**src/rtl/stim_sequencer.sv**
```systemverilog
// stim_sequencer
//   Repeatable stimulus generator for the 4-bit universal shift register.
//   One START runs a fixed sequence of segments: a parallel load, shift
//   right/left, rotate right/left and a gated segment with ENB low.
//   Data comes from a 16-bit Galois LFSR, so a run depends only on the seed
//   and on how many LFSR steps have happened since RESET.
//
// Ports
//   CLK     in   1      clock, rising edge
//   RESET   in   1      synchronous reset, active high
//   START   in   1      begin a run; only looked at in IDLE and DONE
//   ENB     out  1      DUT enable
//   DIR     out  1      DUT direction, 0 = right, 1 = left
//   MODO    out  2      DUT mode: 00 shift, 01 rotate, 10 load, 11 hold
//   S_IN    out  1      DUT serial input
//   D       out  WIDTH  DUT parallel-load data
//   SEG_ID  out  3      current segment (equals the state code below)
//   BUSY    out  1      run in progress
//   DONE    out  1      run finished; held until START or RESET
//
// All outputs are registers loaded from the next state, so each state's
// values appear on the edge that enters that state.

module stim_sequencer #(
  parameter int          WIDTH     = 4,
  parameter int          SEG_LEN   = 8,      // >= 1
  parameter logic [15:0] LFSR_SEED = 16'hACE1
) (
  input  logic             CLK,
  input  logic             RESET,
  input  logic             START,
  output logic             ENB,
  output logic             DIR,
  output logic [1:0]       MODO,
  output logic             S_IN,
  output logic [WIDTH-1:0] D,
  output logic [2:0]       SEG_ID,
  output logic             BUSY,
  output logic             DONE
);

  // state   | meaning
  // --------+---------------------------------------------------------
  // S_IDLE  | after reset, waiting for START
  // S_LOAD  | one cycle parallel load of the LFSR low bits
  // S_SHR   | SEG_LEN cycles shift right, S_IN from LFSR bit 0
  // S_SHL   | SEG_LEN cycles shift left
  // S_ROTR  | SEG_LEN cycles rotate right
  // S_ROTL  | SEG_LEN cycles rotate left
  // S_GATED | SEG_LEN cycles ENB low with random controls, Q must hold
  // S_DONE  | run complete, waiting for START
  typedef enum logic [2:0] {
    S_IDLE  = 3'd0,
    S_LOAD  = 3'd1,
    S_SHR   = 3'd2,
    S_SHL   = 3'd3,
    S_ROTR  = 3'd4,
    S_ROTL  = 3'd5,
    S_GATED = 3'd6,
    S_DONE  = 3'd7
  } state_t;

  localparam int          CNT_W    = $clog2(SEG_LEN + 1);
  localparam logic [CNT_W-1:0] CNT_LAST = CNT_W'(SEG_LEN - 1);
  // An all-zero seed would lock the LFSR at zero.
  localparam logic [15:0] SEED     = (LFSR_SEED == 16'h0000) ? 16'h0001 : LFSR_SEED;
  localparam logic [15:0] TAPS     = 16'hB400;

  state_t           r_state;
  logic [CNT_W-1:0] r_cnt;
  logic [15:0]      r_lfsr;
  logic             r_enb;
  logic             r_dir;
  logic [1:0]       r_modo;
  logic             r_sin;
  logic [WIDTH-1:0] r_d;
  logic [2:0]       r_seg;
  logic             r_busy;
  logic             r_done;

  state_t           w_state_nxt;
  logic [CNT_W-1:0] w_cnt_nxt;
  logic [15:0]      w_lfsr_nxt;
  logic [15:0]      w_lfsr_step;
  logic             w_seg_last;
  logic             w_in_seg;
  logic             w_enb;
  logic             w_dir;
  logic [1:0]       w_modo;
  logic             w_sin;
  logic [WIDTH-1:0] w_d;
  logic [2:0]       w_seg;
  logic             w_busy;
  logic             w_done;

  assign w_lfsr_step = (r_lfsr >> 1) ^ (r_lfsr[0] ? TAPS : 16'h0000);
  assign w_seg_last  = (r_cnt == CNT_LAST);
  assign w_in_seg    = (r_state == S_SHR)  || (r_state == S_SHL) ||
                       (r_state == S_ROTR) || (r_state == S_ROTL) ||
                       (r_state == S_GATED);

  always_comb begin
    w_state_nxt = r_state;
    case (r_state)
      S_IDLE:  if (START) w_state_nxt = S_LOAD;
      S_LOAD:  w_state_nxt = S_SHR;
      S_SHR:   if (w_seg_last) w_state_nxt = S_SHL;
      S_SHL:   if (w_seg_last) w_state_nxt = S_ROTR;
      S_ROTR:  if (w_seg_last) w_state_nxt = S_ROTL;
      S_ROTL:  if (w_seg_last) w_state_nxt = S_GATED;
      S_GATED: if (w_seg_last) w_state_nxt = S_DONE;
      S_DONE:  if (START) w_state_nxt = S_LOAD;
      default: w_state_nxt = S_IDLE;
    endcase
  end

  // The counter only runs inside a multi-cycle segment and restarts at 0
  // whenever the segment changes.
  always_comb begin
    w_cnt_nxt = '0;
    if (w_in_seg && (w_state_nxt == r_state))
      w_cnt_nxt = r_cnt + CNT_W'(1);
  end

  // Outputs for the state being entered, computed from the LFSR value
  // before this edge's advance.
  always_comb begin
    w_enb  = 1'b0;
    w_dir  = 1'b0;
    w_modo = 2'b11;
    w_sin  = 1'b0;
    w_d    = r_d;
    w_seg  = w_state_nxt;
    w_busy = 1'b0;
    w_done = 1'b0;
    case (w_state_nxt)
      S_LOAD: begin
        w_enb  = 1'b1;
        w_modo = 2'b10;
        w_d    = r_lfsr[WIDTH-1:0];
        w_busy = 1'b1;
      end
      S_SHR, S_SHL: begin
        w_enb  = 1'b1;
        w_modo = 2'b00;
        w_dir  = (w_state_nxt == S_SHL);
        w_sin  = r_lfsr[0];
        w_busy = 1'b1;
      end
      S_ROTR, S_ROTL: begin
        w_enb  = 1'b1;
        w_modo = 2'b01;
        w_dir  = (w_state_nxt == S_ROTL);
        w_sin  = r_lfsr[0];
        w_busy = 1'b1;
      end
      S_GATED: begin
        w_modo = r_lfsr[1:0];
        w_dir  = r_lfsr[2];
        w_sin  = r_lfsr[3];
        w_busy = 1'b1;
      end
      S_DONE: begin
        w_done = 1'b1;
      end
      default: begin
      end
    endcase
  end

  // The LFSR steps once for every busy cycle, including the LOAD cycle.
  assign w_lfsr_nxt = w_busy ? w_lfsr_step : r_lfsr;

  always_ff @(posedge CLK) begin
    if (RESET) begin
      r_state <= S_IDLE;
      r_cnt   <= '0;
      r_lfsr  <= SEED;
      r_enb   <= 1'b0;
      r_dir   <= 1'b0;
      r_modo  <= 2'b11;
      r_sin   <= 1'b0;
      r_d     <= '0;
      r_seg   <= 3'd0;
      r_busy  <= 1'b0;
      r_done  <= 1'b0;
    end else begin
      r_state <= w_state_nxt;
      r_cnt   <= w_cnt_nxt;
      r_lfsr  <= w_lfsr_nxt;
      r_enb   <= w_enb;
      r_dir   <= w_dir;
      r_modo  <= w_modo;
      r_sin   <= w_sin;
      r_d     <= w_d;
      r_seg   <= w_seg;
      r_busy  <= w_busy;
      r_done  <= w_done;
    end
  end

  assign ENB    = r_enb;
  assign DIR    = r_dir;
  assign MODO   = r_modo;
  assign S_IN   = r_sin;
  assign D      = r_d;
  assign SEG_ID = r_seg;
  assign BUSY   = r_busy;
  assign DONE   = r_done;

endmodule

```
**config.mk**
```make
export PLATFORM = sky130hd
export DESIGN_NAME = stim_sequencer
export DESIGN_NICKNAME = d
export VERILOG_FILES = /design/src/rtl/stim_sequencer.sv
export SDC_FILE = /design/constraint.sdc
export NUM_CORES = 1
export LEC_CHECK = 0
export CAP_MARGIN = 0
export CORE_MARGIN = 8
export CORE_UTILIZATION = 30
export DETAILED_ROUTE_END_ITERATION = 12
export PLACE_DENSITY_LB_ADDON = 0.3
export SYNTH_ARGS = -nofsm -noshare
export SYNTH_HDL_FRONTEND = slang
export SYNTH_SLANG_ARGS = --single-unit
```
**constraint.sdc**
```tcl
create_clock -name CLK -period 6.1 [get_ports CLK]
set_input_delay 0.915 -clock CLK [delete_from_list [all_inputs] [get_ports CLK]]
set_output_delay 0.915 -clock CLK [all_outputs]
set_load 0.05 [all_outputs]
```
==> tab_implementation.tex <==
\begin{tabular}{lr}
\hline
Metric & Value \\
\hline
\multicolumn{2}{l}{\textbf{Floorplan}} \\
Cell row count & 25 \\
Area enclosed by the die boundary & 0.007279 sq mm \\
Die Height & 85.32 microns \\
Initial core utilization & 0.3072 \\
Core Box Area & 0.004692 sq mm \\
Die Width & 85.32 microns \\
Top-level port count & 17 \\
\multicolumn{2}{l}{\textbf{Timing}} \\
Final Max Slew Viols & 0 \\
Shortest clock period the worst path allows after layout & 2.796 ns \\
Final setup TNS & 0 ns \\
Final period utilization & 0.4583 \\
Max transition margin & 0.2595 \\
Worst-case clock skew & 0.006574 ns \\
Unrepaired setup endpoints after global routing & no \\
Final count of hold timing violations & 0 \\
Final setup fails & 0 \\
Max Clock Freq & 357.7 MHz \\
Tightest Pin Transition & 1.107 ns \\
\multicolumn{2}{l}{\textbf{Pwr}} \\
Static Leak & 0.0006785 uW \\
Power Density & 298.3 mW/mm\^{}2 \\
Worst vdd ir & 0.07838 mV \\
Power spent charging and discharging nets & 148.3 uW \\
Portion of total power attributed to the clock network & 0.317 \\
Internal & 358.2 uW \\
Part of the total power dissipated in combinational logic & 0.177 \\
Proportion of total power due to net switching & 0.2927 \\
Share of power burned in registers & 0.506 \\
\multicolumn{2}{l}{\textbf{Synthesis}} \\
Prevailing post-synth register cell & dfxtp\_1 \\
Netlist cell types & 37 \\
Mean Syn Cell Area & 9.609 sq um \\
Fraction of the yosys area taken by sequential cells & 0.4722 \\
Post-Synthesis Net Count & 156 \\
Multiplexer fraction of the synthesized cell area & 0.1467 \\
Count of flip-flops with a built-in enable after synthesis & 0 \\
Xor and xnor area share after synthesis & 0.03646 \\
Simple logic cell fraction of the synthesized area & 0.1563 \\
Dominant combinational cell family by area after synthesis & simple AND/OR/NAND/NOR gates \\
Adder and majority gate portion of the synthesized area & 0.02604 \\
Synth Area in Compound Gates & 0.1042 \\
Async S/R FF share, synth & 0 \\
Post-synthesis register bit count & 34 \\
Yosys warnings & 0 \\
Post-Syn Area & 0.001441 sq mm \\
Cell count after synthesis & 150 \\
\multicolumn{2}{l}{\textbf{CTS}} \\
Post-CTS Hold Buffers & 0 \\
Depth of the CTS H-tree & 2 \\
TritonCTS clock tree & yes \\
Clock network latency to the later pin of the worst-skew pair & 0.29 ns \\
Post\_cts resized & 0 \\
Number of buffers added by the clock tree synthesis step & 5 \\
Setup Fix Bufs, Post-CTS & 0 \\
Clk pin slew, worst setup/hold paths & 0.07 ns \\
Clock root buffer & clkbuf\_8 \\
Number of sinks driven by the clock tree & 34 \\
Max Buffers Root-to-Sink & 2 \\
\multicolumn{2}{l}{\textbf{Detailed routing}} \\
First-pass detailed-route iteration total & 4 \\
Number of nets still failing antenna checks after routing & 0 \\
Overall via count from detail\_route & 1,077 \\
First-iteration detailed-routing DRC count & 80 \\
DRC violation count after routing & 0 \\
Wire length after detailed routing & 2792 microns \\
Drt via density & 4.895 \\
Wirelength per Cell & 12.69 microns \\
\multicolumn{2}{l}{\textbf{Worst setup path}} \\
Capturing element type of the critical path & output pin \\
Type of origin of the critical path & register \\
R2R setup slack & 3.69 ns \\
Endpoint required time on the critical path & 5.18 ns \\
CP peak stage delay & 0.92 ns \\
Data arrival time of the critical path & 1.88 ns \\
Setup Crit Path Kind & reg -> out \\
Critical path, cell by cell & clkdlybuf4s50\_1 \\
Crit path buf inv count & 1 \\
Kind of cell adding the most delay to the critical path & buffers and inverters \\
Slowest cell on the critical path & clkdlybuf4s50\_1 \\
Maximum fanout encountered on the critical timing path & 18 \\
\multicolumn{2}{l}{\textbf{Global routing}} \\
Overall global routing resource usage & 0.08461 \\
Number of global-route vias before repair & 1,046 \\
First-pass GRT wire length & 4871 microns \\
Remaining global-route overflow & 0 \\
Number of antenna violations at the first check in global routing & 0 \\
Pin count of the biggest net entering global routing & 22 \\
\multicolumn{2}{l}{\textbf{Job}} \\
Total of max-cap violations & 0 \\
\multicolumn{2}{l}{\textbf{Cells and area}} \\
Final Core Density & 0.3619 \\
Fraction of final layout cells sized beyond drive strength 1 & 0.06024 \\
Diode count & 0 \\
Number of non-filler instances in the completed layout & 220 \\
Final layout net count & 171 \\
Area added between synthesis and finish & 17.80\% \\
\multicolumn{2}{l}{\textbf{Placement}} \\
Cell total after placement & 212 \\
HPWL after detailed placement & 1889 microns \\
Count of buffers from port buffering & 16 \\
Final estimated routing congestion in global placement & 0.7042 \\
\multicolumn{2}{l}{\textbf{Hold path}} \\
Path type of the worst min-delay path & reg -> reg \\
\multicolumn{2}{l}{\textbf{Outcome}} \\
Status & completed \\
\hline
\end{tabular}
-- routing by layer --
layer	GRT usage	wire, microns	vias up
li1	-	-	552
met1	0.09204	1245	499
met2	0.1392	1342	21
met3	0.03668	155	5
met4	0.03822	48	0
met5	0	0	-
-- cells in the final DEF, fill, tap and decap left out, types with 2 or more instances in the layout --
master and instances:
a211oi_1 2, a21oi_1 3, a31oi_1 2, clkbuf_8 5, clkdlybuf4s50_1 16, dfxtp_1 34
ha_1 3, inv_1 5, mux2i_1 20, nand2_1 11, nand3_1 2, nand3b_1 4
nor2_1 23, nor3_1 2, o211ai_1 2, o21ai_0 4, o21ai_1 2, or3_1 2
xnor2_1 4, xor2_1 2
-- registers in the layout, indices dropped and copies added, names as in the netlist, 2 cells and up --
name	count
D	4
MODO	2
SEG_ID	3
r_cnt	4
r_lfsr	16
-- power groups by stage --
stage	clock, uW	sequential [uW]	combinational [uW]
4_1_cts	166	256	90.4
3_3_place_gp	0	260	88.7
2_1_floorplan	0	274	57.8
5_1_grt	175	259	97.5
3_5_place_dp	0	261	90.0
6_report	161	256	89.4
-- cell families (layout without fill, tap and decap cells) --
logic type,Yosys count,count (layout)
AND/OR/NAND/NOR,49,49
flip-flops,34,34
AO/OA/AOI/OAI,22,22
multiplexers,21,21
buffers and inverters,15,31
XOR/XNOR,6,6
adder cells (fa/ha/maj),3,3
-- through the flow --
stage	hold slack, ns	instance area, sq um	power (uW)	setup slack [ns]
2_1_floorplan	0.4175	1441	331.7	3.895
3_3_place_gp	0.4303	1612	348.9	3.250
3_5_place_dp	0.4360	1612	351.4	3.233
4_1_cts	0.4510	1698	512.7	3.301
5_1_grt	0.4638	1698	532.0	3.215
6_report	0.4461	1698	506.5	3.304
-- cell usage after synthesis, types with 3 or more instances --
library cell | number | share of area
ha_1 | 3 | 0.026
a21oi_1 | 3 | 0.010
o21ai_0 | 4 | 0.014
nor2_1 | 23 | 0.060
dfxtp_1 | 34 | 0.47
nand2_1 | 11 | 0.029
xnor2_1 | 4 | 0.024
inv_1 | 5 | 0.013
clkbuf_1 | 5 | 0.013
nand3b_1 | 4 | 0.021
mux2i_1 | 20 | 0.14
-- final cells by class --
type	instances	area [sq um]
fill	465	2994
clock inverter	2	13.76
clock buffer	6	72.57
sequential	34	680.7
tap	54	67.56
inverter	7	26.28
multi-input combinational	101	676.9
timing repair buffer	16	160.2
-- final timing paths --
| kind | end | from | cells after the start |
|---|---|---|---|
| max | SEG_ID[1] | SEG_ID[1] | 1 |
| min | r_cnt[0] | r_cnt[0] | 1 |
| max reg2reg | r_lfsr[8] | r_cnt[0] | 5 |
| min reg2reg | r_cnt[0] | r_cnt[0] | 1 |
(Power assumes the default switching activity.)
